<file path="config.mk">
export PLATFORM = sky130hd
export DESIGN_NAME = i2s_rx_framer_flat
export DESIGN_NICKNAME = d
export VERILOG_FILES = /design/src/rtl/i2s_rx_framer_if.sv /design/src/rtl/i2s_rx_framer.sv /design/src/flat_wrapper.sv
export SDC_FILE = /design/constraint.sdc
export NUM_CORES = 1
export LEC_CHECK = 0
export ABC_AREA = 0
export CORE_MARGIN = 2
export CORE_UTILIZATION = 59
export DETAILED_ROUTE_END_ITERATION = 7
export MAX_ROUTING_LAYER = met4
export PLACE_DENSITY = 0.81
export REMOVE_ABC_BUFFERS = 1
export SLEW_MARGIN = 20
export SYNTH_ARGS = -nofsm -noshare
export SYNTH_HDL_FRONTEND = slang
export SYNTH_SLANG_ARGS = --single-unit
</file>
<file path="constraint.sdc">
create_clock -name clk -period 3.35 [get_ports clk]
set_clock_uncertainty 0.15 [all_clocks]
set_input_delay 0.5025 -clock clk [delete_from_list [all_inputs] [get_ports clk]]
set_output_delay 0.5025 -clock clk [all_outputs]
set_load 0.005 [all_outputs]
</file>
<file path="src/rtl/i2s_rx_framer_if.sv">
// Sample stream from the I2S receive framer to the audio driver interface.
// Master drives valid/data, slave returns ready; transfer on valid && ready at posedge clk.
interface i2s_rx_framer_if #(
    parameter int unsigned DATA_SIZE = 28
) ();
    logic                 source_valid;
    logic [DATA_SIZE-1:0] source_data;
    logic                 source_ready;

    modport master (
        output source_valid,
        output source_data,
        input  source_ready
    );

    modport slave (
        input  source_valid,
        input  source_data,
        output source_ready
    );
endinterface

</file>
<file path="src/rtl/i2s_rx_framer.sv">
// I2S receive framer: oversamples BCLK/LRCLK/SDATA in the clk domain and queues tagged words.
// Define I2S_RX_SEQ_TAG_EN to carry a 3-bit sequence tag in word bits [26:24].
module i2s_rx_framer #(
    parameter int unsigned SAMPLE_BITS = 24,
    parameter int unsigned DATA_SIZE   = 28,
    parameter int unsigned FIFO_DEPTH  = 4
) (
    input  logic                   clk,
    input  logic                   rst,
    input  logic                   enable,
    input  logic                   i2s_bclk,
    input  logic                   i2s_lrclk,
    input  logic                   i2s_sdata,
    i2s_rx_framer_if.master        src,
    output logic                   overflow,
    input  logic                   clear_overflow
);

    localparam int unsigned CNT_W = (SAMPLE_BITS > 1) ? $clog2(SAMPLE_BITS) : 1;
    localparam int unsigned PTR_W = (FIFO_DEPTH > 1) ? $clog2(FIFO_DEPTH) : 1;
    localparam int unsigned OCC_W = PTR_W + 1;
    localparam int unsigned TAG_W = 3;

    typedef enum logic [1:0] {
        S_IDLE  = 2'd0,
        S_SKIP  = 2'd1,
        S_SHIFT = 2'd2,
        S_WAIT  = 2'd3
    } state_t;

    // Input synchronisers plus BCLK history for edge detection
    logic bclk_s1, bclk_s2, bclk_d;
    logic lr_s1, lr_s2, lr_prev;
    logic sd_s1, sd_s2;

    always_ff @(posedge clk or negedge rst) begin
        if (!rst) begin
            bclk_s1 <= 1'b0;
            bclk_s2 <= 1'b0;
            bclk_d  <= 1'b0;
            lr_s1   <= 1'b0;
            lr_s2   <= 1'b0;
            sd_s1   <= 1'b0;
            sd_s2   <= 1'b0;
        end else begin
            bclk_s1 <= i2s_bclk;
            bclk_s2 <= bclk_s1;
            bclk_d  <= bclk_s2;
            lr_s1   <= i2s_lrclk;
            lr_s2   <= lr_s1;
            sd_s1   <= i2s_sdata;
            sd_s2   <= sd_s1;
        end
    end

    logic strobe_c;
    logic lr_change_c;

    assign strobe_c    = bclk_s2 & ~bclk_d;
    assign lr_change_c = strobe_c & (lr_s2 != lr_prev);

    // Word select as seen at the previous bit strobe
    always_ff @(posedge clk or negedge rst) begin
        if (!rst) begin
            lr_prev <= 1'b0;
        end else if (strobe_c) begin
            lr_prev <= lr_s2;
        end
    end

    state_t             state, state_nx;
    logic [CNT_W-1:0]   bit_cnt;
    logic [SAMPLE_BITS-1:0] sample;
    logic               frame_ch;
    logic               last_bit_c;
    logic               push_c;
    logic               shift_c;
    logic               restart_c;

    assign last_bit_c = (bit_cnt == CNT_W'(SAMPLE_BITS - 1));

    always_ff @(posedge clk or negedge rst) begin
        if (!rst) begin
            state <= S_IDLE;
        end else begin
            state <= state_nx;
        end
    end

    always_comb begin
        state_nx = state;
        if (!enable) begin
            state_nx = S_IDLE;
        end else if (strobe_c) begin
            case (state)
                S_IDLE:  if (lr_change_c) state_nx = S_SKIP;
                S_SKIP:  state_nx = lr_change_c ? S_SKIP : S_SHIFT;
                S_SHIFT: begin
                    if (lr_change_c)     state_nx = S_SKIP;
                    else if (last_bit_c) state_nx = S_WAIT;
                end
                S_WAIT:  if (lr_change_c) state_nx = S_SKIP;
                default: state_nx = S_IDLE;
            endcase
        end
    end

    // A word select change anywhere restarts the slot; a change mid-SHIFT discards the partial sample
    always_comb begin
        push_c    = 1'b0;
        shift_c   = 1'b0;
        restart_c = 1'b0;
        if (enable && strobe_c) begin
            case (state)
                S_SHIFT: begin
                    if (lr_change_c) begin
                        restart_c = 1'b1;
                    end else begin
                        shift_c = 1'b1;
                        push_c  = last_bit_c;
                    end
                end
                default: restart_c = lr_change_c;
            endcase
        end
    end

    always_ff @(posedge clk or negedge rst) begin
        if (!rst) begin
            frame_ch <= 1'b0;
            bit_cnt  <= '0;
            sample   <= '0;
        end else begin
            if (restart_c) begin
                frame_ch <= lr_s2;
            end
            if (state == S_SKIP) begin
                bit_cnt <= '0;
            end else if (shift_c) begin
                bit_cnt <= bit_cnt + CNT_W'(1);
                sample  <= {sample[SAMPLE_BITS-2:0], sd_s2};
            end
        end
    end

    logic [TAG_W-1:0] tag_c;

`ifdef I2S_RX_SEQ_TAG_EN
    logic [TAG_W-1:0] tag_q;

    // Counts every completed slot, including words later dropped on overflow
    always_ff @(posedge clk or negedge rst) begin
        if (!rst) begin
            tag_q <= '0;
        end else if (push_c) begin
            tag_q <= tag_q + TAG_W'(1);
        end
    end

    assign tag_c = tag_q;
`else
    assign tag_c = '0;
`endif

    logic [DATA_SIZE-1:0] word_c;

    assign word_c = DATA_SIZE'({frame_ch, tag_c, sample[SAMPLE_BITS-2:0], sd_s2});

    logic [DATA_SIZE-1:0] mem [FIFO_DEPTH];
    logic [PTR_W-1:0]     wr_ptr, rd_ptr, rd_nx_c;
    logic [OCC_W-1:0]     occ, occ_nx_c, remain_c;
    logic                 pop_c, full_c, wr_en_c, drop_c;
    logic [DATA_SIZE-1:0] head_c;

    assign pop_c    = src.source_valid & src.source_ready;
    assign full_c   = (occ == OCC_W'(FIFO_DEPTH));
    assign wr_en_c  = push_c & (~full_c | pop_c);
    assign drop_c   = push_c & full_c & ~pop_c;
    assign rd_nx_c  = rd_ptr + PTR_W'(pop_c);
    assign remain_c = occ - OCC_W'(pop_c);
    assign occ_nx_c = remain_c + OCC_W'(wr_en_c);

    // Next head: surviving entry if any, otherwise the word written into an empty queue
    always_comb begin
        head_c = '0;
        if (remain_c != '0) begin
            head_c = mem[rd_nx_c];
        end else if (wr_en_c) begin
            head_c = word_c;
        end
    end

    always_ff @(posedge clk) begin
        if (wr_en_c) begin
            mem[wr_ptr] <= word_c;
        end
    end

    always_ff @(posedge clk or negedge rst) begin
        if (!rst) begin
            wr_ptr           <= '0;
            rd_ptr           <= '0;
            occ              <= '0;
            src.source_valid <= 1'b0;
            src.source_data  <= '0;
        end else begin
            if (wr_en_c) begin
                wr_ptr <= wr_ptr + PTR_W'(1);
            end
            rd_ptr           <= rd_nx_c;
            occ              <= occ_nx_c;
            src.source_valid <= (occ_nx_c != '0);
            src.source_data  <= head_c;
        end
    end

    // Sticky drop flag; a new drop takes priority over a clear in the same cycle
    always_ff @(posedge clk or negedge rst) begin
        if (!rst) begin
            overflow <= 1'b0;
        end else if (drop_c) begin
            overflow <= 1'b1;
        end else if (clear_overflow) begin
            overflow <= 1'b0;
        end
    end

endmodule

</file>
<file path="src/flat_wrapper.sv">
// flat-port wrapper written by rule: the top's interface ports become plain ports
module i2s_rx_framer_flat 
#(
    parameter int unsigned SAMPLE_BITS = 24,
    parameter int unsigned DATA_SIZE   = 28,
    parameter int unsigned FIFO_DEPTH  = 4
)
  (clk, rst, enable, i2s_bclk, i2s_lrclk, i2s_sdata, overflow, clear_overflow, src_source_valid, src_source_data, src_source_ready);
  i2s_rx_framer_if #(.DATA_SIZE(DATA_SIZE)) src_i ();
  input  logic clk;
  input  logic rst;
  input  logic enable;
  input  logic i2s_bclk;
  input  logic i2s_lrclk;
  input  logic i2s_sdata;
  output logic overflow;
  input  logic clear_overflow;
  output wire logic [$bits(src_i.source_valid)-1:0] src_source_valid;
  output wire logic [$bits(src_i.source_data)-1:0] src_source_data;
  input wire logic [$bits(src_i.source_ready)-1:0] src_source_ready;
  assign src_source_valid = src_i.source_valid;
  assign src_source_data = src_i.source_data;
  assign src_i.source_ready = src_source_ready;
  i2s_rx_framer #(.SAMPLE_BITS(SAMPLE_BITS), .DATA_SIZE(DATA_SIZE), .FIFO_DEPTH(FIFO_DEPTH)) u_core (.clk(clk), .rst(rst), .enable(enable), .i2s_bclk(i2s_bclk), .i2s_lrclk(i2s_lrclk), .i2s_sdata(i2s_sdata), .src(src_i), .overflow(overflow), .clear_overflow(clear_overflow));
endmodule
</file>
==> flow_results.xml <==
<?xml version="1.0" encoding="UTF-8"?>
<metrics>
  <group name="min_path">
    <metric name="timing.hold.worst.class" unit="">input pin to async pin</metric>
  </group>
  <group name="logic_synthesis">
    <metric name="synth.top_cells.by_area" unit="">sky130_fd_sc_hd__edfxtp_1, sky130_fd_sc_hd__dfrtp_1, sky130_fd_sc_hd__mux2i_1, sky130_fd_sc_hd__mux2_2, sky130_fd_sc_hd__a21o_1</metric>
    <metric name="yosys.area_share.xor_xnor" unit="%">1.30</metric>
    <metric name="synth_largest_type_area_fraction" unit="%">45.3</metric>
    <metric name="yosysWarnings" unit="">0</metric>
    <metric name="netlist_instances" unit="">394</metric>
    <metric name="post_synth_num_cell_types" unit="">38</metric>
    <metric name="synth_top_cells_by_count" unit="">sky130_fd_sc_hd__edfxtp_1, sky130_fd_sc_hd__dfrtp_1, sky130_fd_sc_hd__mux2i_1, sky130_fd_sc_hd__o22ai_1, sky130_fd_sc_hd__a21o_1</metric>
    <metric name="synth_compound_gate_area_share" unit="%">6.30</metric>
    <metric name="arithmetic_cell_share_of_the_synthesized_area_counting_full_adders_half_adders_and_majority_gates" unit="%">2.08</metric>
    <metric name="synth_ff_type" unit="">sky130_fd_sc_hd__edfxtp_1</metric>
    <metric name="most_common_cell_in_the_synthesized_netlist" unit="">sky130_fd_sc_hd__edfxtp_1</metric>
    <metric name="synth_area_per_cell" unit="sq um">16.8</metric>
    <metric name="synth-seq-area-share" unit="%">72.8</metric>
    <metric name="number_of_enable_flip_flop_cells_after_synthesis" unit="">100</metric>
    <metric name="synth_top_family_by_area" unit="">multiplexers</metric>
    <metric name="synth-seq-cells" unit="">173</metric>
    <metric name="area_fraction_in_and_or_nand_and_nor_cells_after_synthesis" unit="%">3.40</metric>
    <metric name="synth_area" unit="sq um">6630</metric>
    <metric name="area_leader_netlist" unit="">sky130_fd_sc_hd__edfxtp_1</metric>
    <metric name="synth_async_sr_flop_share" unit="%">42.2</metric>
    <metric name="yosys-mux-area-fraction" unit="%">11.9</metric>
  </group>
  <group name="clock_tree">
    <metric name="h-tree-depth" unit="">4</metric>
    <metric name="post-cts-setup-buffer-count" unit="">0</metric>
    <metric name="clockBufferDepth" unit="">2</metric>
    <metric name="cts_inserted_buffers" unit="">17</metric>
    <metric name="cts.clk_slew.worst_paths" unit="ns">0.07</metric>
    <metric name="clk_latency" unit="ns">0.53</metric>
    <metric name="cts_tree" unit="">yes</metric>
    <metric name="post_cts_resize_count" unit="">0</metric>
    <metric name="cts_num_sinks" unit="">173</metric>
    <metric name="cts_root_buf" unit="">sky130_fd_sc_hd__clkbuf_8</metric>
    <metric name="holdBufCountCts" unit="">0</metric>
  </group>
  <group name="finish">
    <metric name="n_fill_cell" unit="">666</metric>
    <metric name="finish.net_count" unit="">460</metric>
    <metric name="drive_gt1_share" unit="%">16.3</metric>
    <metric name="finalCoreUtilization" unit="%">71.2</metric>
    <metric name="antennaDiodeCount" unit="">0</metric>
    <metric name="layout_stage_area_growth_over_the_synthesis_result" unit="%">17.0</metric>
  </group>
  <group name="worst_setup_path">
    <metric name="cp_data_required_time" unit="ns">3.38</metric>
    <metric name="start_kind" unit="">flop</metric>
    <metric name="critical_path_class" unit="">flop to flop</metric>
    <metric name="timing.rr.start" unit="">u_core.state[0]$_DFFE_PN0P_</metric>
    <metric name="worstSetupEndpointType" unit="">flop</metric>
    <metric name="crit_path_launch" unit="">u_core.state[0]$_DFFE_PN0P_</metric>
    <metric name="timing.critical_path.fanout_max" unit="">25</metric>
    <metric name="worst-endpoint-arrival" unit="ns">2.44</metric>
  </group>
  <group name="drt">
    <metric name="route.detailed.drc" unit="">0</metric>
    <metric name="routed_wirelength" unit="microns">11500</metric>
    <metric name="routed_via_density" unit="">5.80</metric>
    <metric name="detailedRoute.firstIterationViolations" unit="">273</metric>
    <metric name="drt-pass1-iter-count" unit="">4</metric>
    <metric name="route.vias.total" unit="">3445</metric>
    <metric name="routed_wire_length_per_instance" unit="microns">19.4</metric>
    <metric name="route.antenna.remaining_nets" unit="">0</metric>
  </group>
  <group name="floorplan">
    <metric name="fp-row-count" unit="">38</metric>
    <metric name="floorplan.die_area" unit="sq um">12100</metric>
    <metric name="die_w" unit="microns">110</metric>
    <metric name="die_h" unit="microns">110</metric>
    <metric name="starting_utilization_of_the_core_area" unit="%">60.9</metric>
    <metric name="io-pin-count" unit="">38</metric>
    <metric name="design.core.area" unit="sq um">10900</metric>
  </group>
  <group name="global_route">
    <metric name="grt_max_degree" unit="">74</metric>
    <metric name="globalRouteTotalUtil" unit="%">21.8</metric>
    <metric name="first_global_vias" unit="">3583</metric>
    <metric name="grt_first_pass_wirelength" unit="microns">18400</metric>
    <metric name="grt_antenna_before_repair" unit="">0</metric>
    <metric name="grt-ovfl-total" unit="">0</metric>
  </group>
  <group name="status">
    <metric name="run_status" unit="">finished with violations</metric>
    <metric name="failed_checks" unit="">hold timing</metric>
  </group>
  <group name="placed_design">
    <metric name="routabilityCongestion" unit="">0.787</metric>
    <metric name="port_buffers" unit="">34</metric>
    <metric name="dp.final_hpwl" unit="microns">6020</metric>
  </group>
  <group name="timing">
    <metric name="rsz0062_at_grt" unit="">false</metric>
    <metric name="final_min_period_over_clock_period" unit="%">72.1</metric>
    <metric name="hold_ws" unit="ns">-0.0312</metric>
    <metric name="timing.slew.headroom" unit="%">36.1</metric>
    <metric name="report.final.setup_viol" unit="">0</metric>
    <metric name="period_needed" unit="ns">2.42</metric>
    <metric name="achievable-frequency" unit="MHz">414</metric>
    <metric name="number_of_hold_violations_in_the_final_report" unit="">31</metric>
    <metric name="finalMaxSlewViolations" unit="">0</metric>
    <metric name="worstMarginPinSlew" unit="ns">0.958</metric>
  </group>
  <group name="flow_run">
    <metric name="drv_cap" unit="">0</metric>
  </group>
  <group name="power_and_ir_drop">
    <metric name="powerDensity" unit="nW/um^2">751</metric>
    <metric name="vdd.ir_drop.worst" unit="mV">0.538</metric>
    <metric name="total_leakage_power" unit="nW">3.32</metric>
  </group>
</metrics>
cell type report:
cell class | count | area (sq um) | area share (%)
Tap cell | 140 | 175 | 2.26
Clock inverter | 15 | 169 | 2.18
Multi-Input combinational cell | 196 | 1690 | 21.8
Inverter | 10 | 37.5 | 0.484
Clock buffer | 17 | 414 | 5.34
Timing Repair Buffer | 43 | 443 | 5.71
Sequential cell | 173 | 4830 | 62.3
worst max-delay path, stage by stage, from the launching register on:
cell	delay (ns)
sky130_fd_sc_hd__dfrtp_1	0.39
sky130_fd_sc_hd__inv_1	0.09
sky130_fd_sc_hd__ha_1	0.25
sky130_fd_sc_hd__nand4b_4	0.18
sky130_fd_sc_hd__nor3_1	0.41
sky130_fd_sc_hd__and3_1	0.22
sky130_fd_sc_hd__buf_4	0.37
flip-flops by register name, summed over array words and instances, names as in the netlist, 2 cells and up:
signal,flops
u_core.rd_ptr,2
u_core.src.source_data,25
u_core.occ,3
u_core.wr_ptr,2
u_core.sample,23
u_core.bit_cnt,5
u_core.state,2
u_core.mem,100
worst paths after layout:
path / end / slack (ns) / cells after the start
max: u_core.mem[0][11]$_DFFE_PP_ / 0.93 / 6
min: u_core.src.source_data[6]$_DFF_PN0_ / -0.03 / 1
max reg2reg: u_core.mem[0][11]$_DFFE_PP_ / 0.93 / 6
min reg2reg: u_core.lr_s2$_DFF_PN0_ / 0.20 / 0
max in group asynchronous: u_core.src.source_data[17]$_DFF_PN0_ / 2.46 / 1
min in group clk: u_core.lr_s2$_DFF_PN0_ / 0.20 / 0
report_power, final:
group	switching, W	leakage [nW]	internal, W
registers	0.0000697	1.90	0.00237
logic	0.000767	1.12	0.000703
clock network	0.000882	0.290	0.00103
total	0.00172	3.32	0.00411
layer usage:
| metal | part of all wire, % | global-route usage, % |
|---|---|---|
| met4 | 1.1 | 8.86 |
| met3 | 3.7 | 5.11 |
| met2 | 52 | 34.6 |
| met5 | 0 | - |
| met1 | 43 | 27.3 |
logic make-up (layout without fill, tap and decap cells):
family / count (synthesis) / in the layout
adder cells (fa/ha/maj): 11 / 11
XOR/XNOR: 9 / 9
flip-flops: 173 / 173
other: 1 / 3
AND/OR/NAND/NOR: 36 / 36
multiplexers: 76 / 76
AO/OA/AOI/OAI: 61 / 61
buffers and inverters: 27 / 85
placed cells by master (no fill, tap or decap), types with 2 or more instances in the layout:
master                              n
sky130_fd_sc_hd__a211oi_1           2
sky130_fd_sc_hd__a21o_1            25
sky130_fd_sc_hd__a31o_2             2
sky130_fd_sc_hd__and2_1             2
sky130_fd_sc_hd__and3_1             4
sky130_fd_sc_hd__buf_12             3
sky130_fd_sc_hd__buf_4              7
sky130_fd_sc_hd__clkbuf_16         16
sky130_fd_sc_hd__clkdlybuf4s50_1   33
sky130_fd_sc_hd__clkinv_4           3
sky130_fd_sc_hd__conb_1             3
sky130_fd_sc_hd__dfrtp_1           73
sky130_fd_sc_hd__edfxtp_1         100
sky130_fd_sc_hd__ha_1              11
sky130_fd_sc_hd__inv_1             10
sky130_fd_sc_hd__inv_6              4
sky130_fd_sc_hd__inv_8              5
sky130_fd_sc_hd__mux2_2            24
sky130_fd_sc_hd__mux2i_1           51
sky130_fd_sc_hd__nand2_1            4
sky130_fd_sc_hd__nand3_1            3
sky130_fd_sc_hd__nor2_1             9
sky130_fd_sc_hd__nor3_1             4
sky130_fd_sc_hd__nor4_1             2
sky130_fd_sc_hd__o21ai_0            3
sky130_fd_sc_hd__o22ai_1           26
sky130_fd_sc_hd__xnor2_1            7
through the flow:
stage / setup WS [ns] / setup TNS [ns] / cells / cell area [sq um] / power (W)
after global routing: 0.780 / 0 / 594 / 7760 / 0.00606
after floorplan: -1.77 / -45.75 / 379 / 6540 / 0.00336
after global placement: 0.595 / 0 / 562 / 7170 / 0.00392
final: 0.934 / 0 / 594 / 7760 / 0.00583
after detailed placement: 0.509 / 0 / 562 / 7170 / 0.00396
after CTS: 0.937 / 0 / 594 / 7760 / 0.00586
(Power assumes the default switching activity.)
